==> config.mk <==
export PLATFORM = sky130hd
export DESIGN_NAME = eth_tx_arbiter
export DESIGN_NICKNAME = d
export VERILOG_FILES = /design/src/rtl/eth_pkg.sv /design/src/rtl/eth_tx_arbiter_rr_pick.sv /design/src/rtl/eth_tx_arbiter.sv
export SDC_FILE = /design/constraint.sdc
export NUM_CORES = 1
export LEC_CHECK = 0
export CORE_AREA = 2 2 55 82
export DETAILED_ROUTE_END_ITERATION = 6
export DIE_AREA = 0 0 57 84
export GPL_ROUTABILITY_DRIVEN = 0
export HOLD_SLACK_MARGIN = 0.02
export PLACE_DENSITY_LB_ADDON = 0.12
export SETUP_SLACK_MARGIN = 0.15
export SKIP_LAST_GASP = 1
export SYNTH_ARGS = -nofsm -noshare
export SYNTH_HDL_FRONTEND = slang
export SYNTH_HIERARCHICAL = 1
export SYNTH_SLANG_ARGS = --single-unit
==> constraint.sdc <==
create_clock -name clk_mac -period 4.1 [get_ports clk_mac]
set_input_delay 0.615 -clock clk_mac [delete_from_list [all_inputs] [get_ports clk_mac]]
set_output_delay 0.615 -clock clk_mac [all_outputs]
set_load 0.01 [all_outputs]
==> src/rtl/eth_pkg.sv <==
// Shared types and helpers for the Ethernet transmit path.
package eth_pkg;

    typedef enum logic [1:0] {IDLE, XFER, DROP, GAP} tx_arb_state_t;

    localparam int ETH_BYTE_W    = 8;
    localparam int ETH_MAX_FRAME = 1518;

    function automatic logic [2:0] onehot_to_idx(input logic [7:0] onehot);
        logic [2:0] idx;
        idx = '0;
        for (int i = 0; i < 8; i++) begin
            if (onehot[i]) idx = idx | 3'(i);
        end
        return idx;
    endfunction

endpackage

==> src/rtl/eth_tx_arbiter_rr_pick.sv <==
// Combinational round-robin selector: first requester after last_idx, with wrap-around.
module rr_pick
    import eth_pkg::*;
#(
    parameter int N_SRC = 2,
    parameter int IDX_W = $clog2(N_SRC)
) (
    input  logic [N_SRC-1:0] req,
    input  logic [IDX_W-1:0] last_idx,
    output logic [N_SRC-1:0] pick,
    output logic [IDX_W-1:0] pick_idx,
    output logic             any
);

    always_comb begin
        logic found;
        found = 1'b0;
        pick  = '0;
        // Scan offsets 1..N_SRC so the previous owner has lowest priority.
        for (int i = 1; i <= N_SRC; i++) begin
            for (int j = 0; j < N_SRC; j++) begin
                if (j == (int'(last_idx) + i) % N_SRC && req[j] && !found) begin
                    pick[j] = 1'b1;
                    found   = 1'b1;
                end
            end
        end
    end

    assign pick_idx = IDX_W'(onehot_to_idx(8'(pick)));
    assign any      = |req;

endmodule

==> src/rtl/eth_tx_arbiter.sv <==
// Frame-granular round-robin arbiter feeding the MAC byte stream, with
// inter-frame gap enforcement and truncation of frames longer than MAX_LEN.
module eth_tx_arbiter
    import eth_pkg::*;
#(
    parameter int N_SRC      = 2,
    parameter int IFG_CYCLES = 48,
    parameter int MAX_LEN    = ETH_MAX_FRAME
) (
    input  logic                        clk_mac,
    input  logic                        rst,
    input  logic [ETH_BYTE_W*N_SRC-1:0] src_data,
    input  logic [N_SRC-1:0]            src_valid,
    input  logic [N_SRC-1:0]            src_last,
    output logic [N_SRC-1:0]            src_ready,
    output logic [ETH_BYTE_W-1:0]       tx_data,
    output logic                        tx_valid,
    output logic                        tx_last,
    output logic                        tx_err,
    input  logic                        tx_ready,
    output logic [N_SRC-1:0]            grant,
    output logic                        busy
);

    localparam int IDX_W = $clog2(N_SRC);
    localparam int CNT_W = 11;
    localparam int GAP_W = (IFG_CYCLES > 1) ? $clog2(IFG_CYCLES) : 1;
    localparam logic [CNT_W-1:0] CNT_LAST = CNT_W'(MAX_LEN - 1);
    localparam logic [GAP_W-1:0] GAP_LOAD = (IFG_CYCLES > 0) ? GAP_W'(IFG_CYCLES - 1) : '0;
    localparam tx_arb_state_t POST_FRAME = (IFG_CYCLES > 0) ? GAP : IDLE;

    tx_arb_state_t         state_q, state_d;
    logic [N_SRC-1:0]      grant_q, grant_d;
    logic [IDX_W-1:0]      last_idx_q, last_idx_d;
    logic [CNT_W-1:0]      count_q, count_d;
    logic [GAP_W-1:0]      gap_q, gap_d;

    logic [N_SRC-1:0]      pick;
    logic [IDX_W-1:0]      pick_idx;
    logic                  pick_any;
    logic [ETH_BYTE_W-1:0] g_data;
    logic                  g_valid, g_last, hs, at_max;

    rr_pick #(.N_SRC(N_SRC), .IDX_W(IDX_W)) u_rr_pick (
        .req      (src_valid),
        .last_idx (last_idx_q),
        .pick     (pick),
        .pick_idx (pick_idx),
        .any      (pick_any)
    );

    // last_idx_q doubles as the owner index while a frame is in flight.
    always_comb begin
        g_data  = '0;
        g_valid = 1'b0;
        g_last  = 1'b0;
        for (int i = 0; i < N_SRC; i++) begin
            if (int'(last_idx_q) == i) begin
                g_data  = src_data[i*ETH_BYTE_W +: ETH_BYTE_W];
                g_valid = src_valid[i];
                g_last  = src_last[i];
            end
        end
    end

    always_comb begin
        // NOTE: every output and next-state gets a default first so no path infers a latch.
        state_d    = state_q;
        grant_d    = grant_q;
        last_idx_d = last_idx_q;
        count_d    = count_q;
        gap_d      = gap_q;
        tx_data    = '0;
        tx_valid   = 1'b0;
        tx_last    = 1'b0;
        tx_err     = 1'b0;
        src_ready  = '0;
        hs         = 1'b0;
        at_max     = 1'b0;

        case (state_q)
            IDLE: begin
                if (pick_any) begin
                    state_d    = XFER;
                    grant_d    = pick;
                    last_idx_d = pick_idx;
                    count_d    = '0;
                end
            end
            XFER: begin
                at_max    = (count_q == CNT_LAST) && !g_last;
                tx_data   = g_data;
                tx_valid  = g_valid;
                tx_last   = g_valid && (g_last || at_max);
                tx_err    = g_valid && at_max;
                src_ready = grant_q & {N_SRC{tx_ready}};
                hs        = g_valid && tx_ready;
                if (hs) begin
                    count_d = count_q + 1'b1;
                    if (g_last) begin
                        state_d = POST_FRAME;
                        grant_d = '0;
                        gap_d   = GAP_LOAD;
                    end else if (at_max) begin
                        state_d = DROP;
                    end
                end
            end
            DROP: begin
                src_ready = grant_q;
                if (g_valid && g_last) begin
                    state_d = POST_FRAME;
                    grant_d = '0;
                    gap_d   = GAP_LOAD;
                end
            end
            GAP: begin
                if (gap_q == '0) state_d = IDLE;
                else             gap_d   = gap_q - 1'b1;
            end
            default: state_d = IDLE;
        endcase
    end

    // NOTE: state registers use non-blocking assignments only, so every flop samples pre-edge values.
    always_ff @(posedge clk_mac or posedge rst) begin
        if (rst) begin
            state_q    <= IDLE;
            grant_q    <= '0;
            last_idx_q <= IDX_W'(N_SRC - 1);
            count_q    <= '0;
            gap_q      <= '0;
        end else begin
            state_q    <= state_d;
            grant_q    <= grant_d;
            last_idx_q <= last_idx_d;
            count_q    <= count_d;
            gap_q      <= gap_d;
        end
    end

    assign grant = grant_q;
    assign busy  = (state_q != IDLE);

endmodule

; After elaboration in Yosys (flattened, before gate mapping)
; Index checks and enable logic that the tools add are counted.
; Widths: inputs -> output; s select.
[word_totals]
out_inout_bits = 16
reg_bits = 22
input_bits = 23
wordCells = 91
[classes]
n_eq_ne = 13
n_bitwise = 3
n_addsub = 4
muxes = 35
reduce_logical = 31
[op_table]
columns = cell, n
row1 = $logic_not 32->1, 2
row2 = $mux 6, 4
row3 = $mux 11, 2
row4 = $pmux 11 s2, 1
row5 = $mux 2, 10
row6 = $pmux 6 s3, 1
row7 = $mux 8, 2
row8 = $reduce_and 5->1, 3
row9 = $logic_and 1x1->1, 12
row10 = $mux 1, 12
row11 = $ne 2x2->1 const B, 6
row12 = $add 11x1->11 const B, 1
row13 = $eq 11x11->1 const B, 1
row14 = $pmux 2 s4, 1
row15 = $logic_not 6->1, 1
row16 = $pmux 2 s3, 1
row17 = $reduce_bool 3->1, 2
row18 = $sub 6x1->6 const B, 1
row19 = $eq 2x2->1 const A, 2
row20 = $eq 2x2->1 const B, 2
row21 = $logic_not 1->1, 4
row22 = $pmux 2 s2, 1
row23 = $reduce_bool 2->1, 2
row24 = $ne 3x3->1 const B, 1
row25 = 9 further kinds, 11

; Logic depth before layout (Yosys ltp)
[logic_depth]
word_depth = 16
ltp_mapped = 8
mapped_depth_nobuf = 7

; Modules after synthesis
; Netlist, hierarchy kept.
[by_module_without_submodules]
columns = module, area_each_um2, seq_area_each_um2, instances, cells_per_inst
row1 = eth_tx_arbiter, 1569.0, 551.8, 1, 170
row2 = rr_pick, 32.5, 0.0, 1, 5

; Least setup slack after synthesis
; Ideal clock, no wire load.
[synth_timing]
path_type = register to output
from = reg last_idx_q
to = out tx_err
path_slack_ps = 1915
arrival_time_ps = 1570
path_stages_with_launch = 5
required_ps = 3485
n_path_buf = 2
path_cell_list = dfstp_2 > buf_4 > buf_2 > mux2_2 > nor3_1
[synth_between]
elab_chain_cells = 5
elab_cells_between_ends = 6
classes_between = 3 x mux / 3 x reduce/logical
[synth_lines]
columns = item, line_no
row1 = "start, declared", eth_tx_arbiter.sv:34  ; logic [IDX_W-1:0] last_idx_q, last_idx_d;
row2 = "start signal, assigned", eth_tx_arbiter.sv:130  ; last_idx_q <= IDX_W'(N_SRC - 1);
row3 = "start signal, assigned", eth_tx_arbiter.sv:136  ; last_idx_q <= last_idx_d;
row4 = $mux 1, eth_tx_arbiter.sv:58  ; if (int'(last_idx_q) == i) begin
row5 = $logic_not 1->1, eth_tx_arbiter.sv:91  ; at_max = (count_q == CNT_LAST) && !g_last;
row6 = $logic_and 1x1->1, eth_tx_arbiter.sv:91
row7 = $logic_and 1x1->1 *, eth_tx_arbiter.sv:95  ; tx_err = g_valid && at_max;
row8 = $mux 1 *, eth_tx_arbiter.sv:81  ; case (state_q)
row9 = "end, declared", eth_tx_arbiter.sv:19  ; output logic tx_err,
; Mark *: on every way between the ends. The rest lies on a longest branch, timed or not.

; Final worst setup path
[layout_timing]
from = reg state_q[1]
to = out src_ready[0]
[layout_between]
elab_chain_cells = 2
elab_cells_between_ends = 3
classes_between = 2 x eq/ne / 1 x mux
[layout_lines]
columns = item, line_no
row1 = "start, declared", eth_tx_arbiter.sv:32  ; tx_arb_state_t state_q, state_d;
row2 = "start signal, assigned", eth_tx_arbiter.sv:134  ; state_q <= state_d;
row3 = $eq 2x2->1 or $eq 2x1->1 (tied branches), eth_tx_arbiter.sv:81
row4 = $pmux 2 s2 *, eth_tx_arbiter.sv:81
row5 = "end, declared", eth_tx_arbiter.sv:15  ; output logic [N_SRC-1:0] src_ready,
; Marked as above.

==> results.ini <==
[status]
outcome=complete, no violations

[global_routing]
antenna_found_initial=0
grt_pass1_wl_mm=6.69
grt_usage_pct=17.3
grt_pass1_vias=1428
grt.overflow.total=0
grt_max_degree=23

[yosys]
syn_area_per_cell_um2=9.15
yosysSeqAreaShare_pct=34.5
yosysUniqueCellTypes=44
ys.flop_type=dfrtp_1
synth-edff-count=0
syn_inst=175
syn_nets=207
yosysWarnings=6
syn_area_um2=1600
ys_seq_elements=22
ys_async_sr_fraction_pct=100

[min_path]
min_path_type=flop to flop

[placed_design]
dp_cells=253
dp_hpwl_mm=3.03
io_buffers=38

[floorplan]
dieWidth_um=57
ioPinCount=39
dieHeight_um=84
initial_core_util_pct=38.7
die_area_um2=4790
std_cell_rows=29
core_um2=4140

[power_and_ir_drop]
irDropWorstVdd_mv=0.334
powerDensity_nw_per_um2=598
p_leak_uw=0.000871

[clock_network]
h-tree-depth=1
postCtsSetupBuffers=0
clock_path_buffers=2
clock-root-buffer=clkbuf_8
cts.sinks=22
clkTransAtPathRegs_ns=0.09
clk_latency_ns=0.27
cts_made_buffers=3
cts_tree=yes
cts_resized=0
hold_buffers=0

[drt]
drcViolationCount=0
vias=1411
antenna_left=0
drt-total-wl_mm=3.90
via_per_inst=5.49
drt-initial-drc-count=35
wire_per_inst_um=15.2
first_pass_iters=4

[layout]
final_cells=257
nFillCells=412
n_antenna_cell=0
synthToLayoutAreaGrowth_pct=29.8
finalCoreUtilization_pct=50.2
fin_nets=244
drive_gt1_share_pct=8.53

[worst_setup_path]
critical-path-top-delay-family=buffers and inverters
path_max_fanout=20
end_kind=primary output
slowest_stage=ha_1
start_kind=flop
worstPathArrival_ns=2.38
cpPeakStageDelay_ns=0.59
crit_required_ns=3.48
crit_chain=inv_1 -> ha_1 -> a21oi_1 -> nor2b_1 -> and2_1 -> clkdlybuf4s50_1
path_buf_inv=2
path_class=flop to primary output

[sta]
hold_viol_final=0
slew_headroom_pct=42.7
max_freq_ghz=0.334
max_slew.worst_pin.slew_ns=0.858
maxSlewViolCount=0
period_share_pct=73.1
post-route-min-period_ns=3.00
fin_skew_ns=0.00164
rsz0062_at_grt=no
setup_viol_count_final=0
fin_tns_setup_ns=0

[flow_run]
maxCapViolations=0

[layout make-up]
class                   instances  area, um^2  share of cell area (%)
inverters                      12        45.0                    2.17
repair buffers                 38         380                    18.3
well taps                      46        57.6                    2.77
multi-input cells             135         972                    46.8
flip-flops and latches         22         552                    26.6
clock inverters                 1        30.0                    1.44
clock buffers                   3        41.3                    1.99
[Yosys cell counts (all sizes together), types with 2 or more instances]
cell,count,share of area [%]
ha,9,7.0
nor2,12,2.8
xnor2,3,1.6
o21ai,9,2.8
xor2,3,1.6
nand3,12,3.8
or3,4,1.9
inv,12,2.8
mux2i,9,5.6
and2,5,2.0
a31oi,2,0.78
o22a,2,1.1
or4,2,0.94
buf,4,1.6
nor2b,12,4.7
nand2,11,2.6
nor3,5,1.6
nand4,4,2.0
mux2,7,5.6
a21oi,6,1.9
a21boi,4,2.1
dfrtp,21,33
clkbuf,2,0.47
[worst paths after layout]
check                      startpoint      endpoint  slack, ns  cells past startpoint
max                        state_q[1]  src_ready[0]       1.10                      6
min                          gap_q[5]      gap_q[5]       0.49                      1
max reg2reg                state_q[1]   count_q[10]       1.61                      7
min reg2reg                  gap_q[5]      gap_q[5]       0.49                      1
max in group asynchronous         rst      gap_q[2]       2.76                      2
min in group asynchronous         rst    count_q[5]       0.81                      2
[routing by layer]
layer	wire length, um	part of all wire, %	global-route usage [%]	up-vias
met5	0	0	0	-
met3	88	2.3	2.79	11
met2	2070	53	30.0	17
met4	103	2.6	7.19	0
met1	1640	42	20.7	696
li1	-	-	-	687
[metrics by stage]
stage	hold slack [ns]	setup slack (ns)	area, um^2	total power, uW
after floorplan	0.449	1.92	1600	815
after CTS	0.489	1.09	2080	1250
after detailed placement	0.476	1.30	2010	1040
final	0.489	1.10	2080	1240
after global placement	0.475	1.29	2010	1020
after global routing	0.512	0.916	2080	1330
[where the power goes]
part	internal [uW]	switching, uW
clock network	131	80.3
registers	271	74.7
logic	343	343
total	745	498
[cells in the final DEF, fill, tap and decap left out, types with 2 or more instances in the layout]
cell type / synthesis / routed
xnor2_1: 3 / 3
a21boi_1: 2 / 2
o21ai_0: 9 / 9
nand4_1: 3 / 3
nor3_1: 5 / 5
nand2_1: 11 / 11
or4_1: 2 / 2
ha_1: 9 / 9
a31oi_1: 2 / 2
mux2_2: 4 / 4
mux2_4: 3 / 3
and2_1: 5 / 5
inv_1: 12 / 12
dfrtp_1: 21 / 21
mux2i_1: 9 / 9
nand3_1: 12 / 12
nor2_1: 12 / 12
o22a_1: 2 / 2
nor2b_1: 12 / 12
or3_1: 3 / 3
xor2_1: 3 / 3
clkbuf_8: 0 / 3
a21oi_1: 6 / 6
clkdlybuf4s50_1: 0 / 38
[kinds of logic (layout without fill, tap and decap cells)]
family / Yosys count / in the layout / synth area share, %
adders and majority gates: 9 / 9 / 7.03
and+or+nand+nor: 73 / 73 / 25.2
AOI/OAI and AO/OA: 31 / 31 / 13.9
muxes: 16 / 16 / 11.2
DFF: 22 / 22 / 34.5
xor gates and xnor gates: 6 / 6 / 3.28
buffers and inverters: 18 / 54 / 4.84
[sequential cells by signal (all words and copies together) (netlist names)]
name / count
count_q: 11
gap_q: 6
grant: 2
last_idx_q: 1
state_q: 2
(Power assumes the default switching activity.)
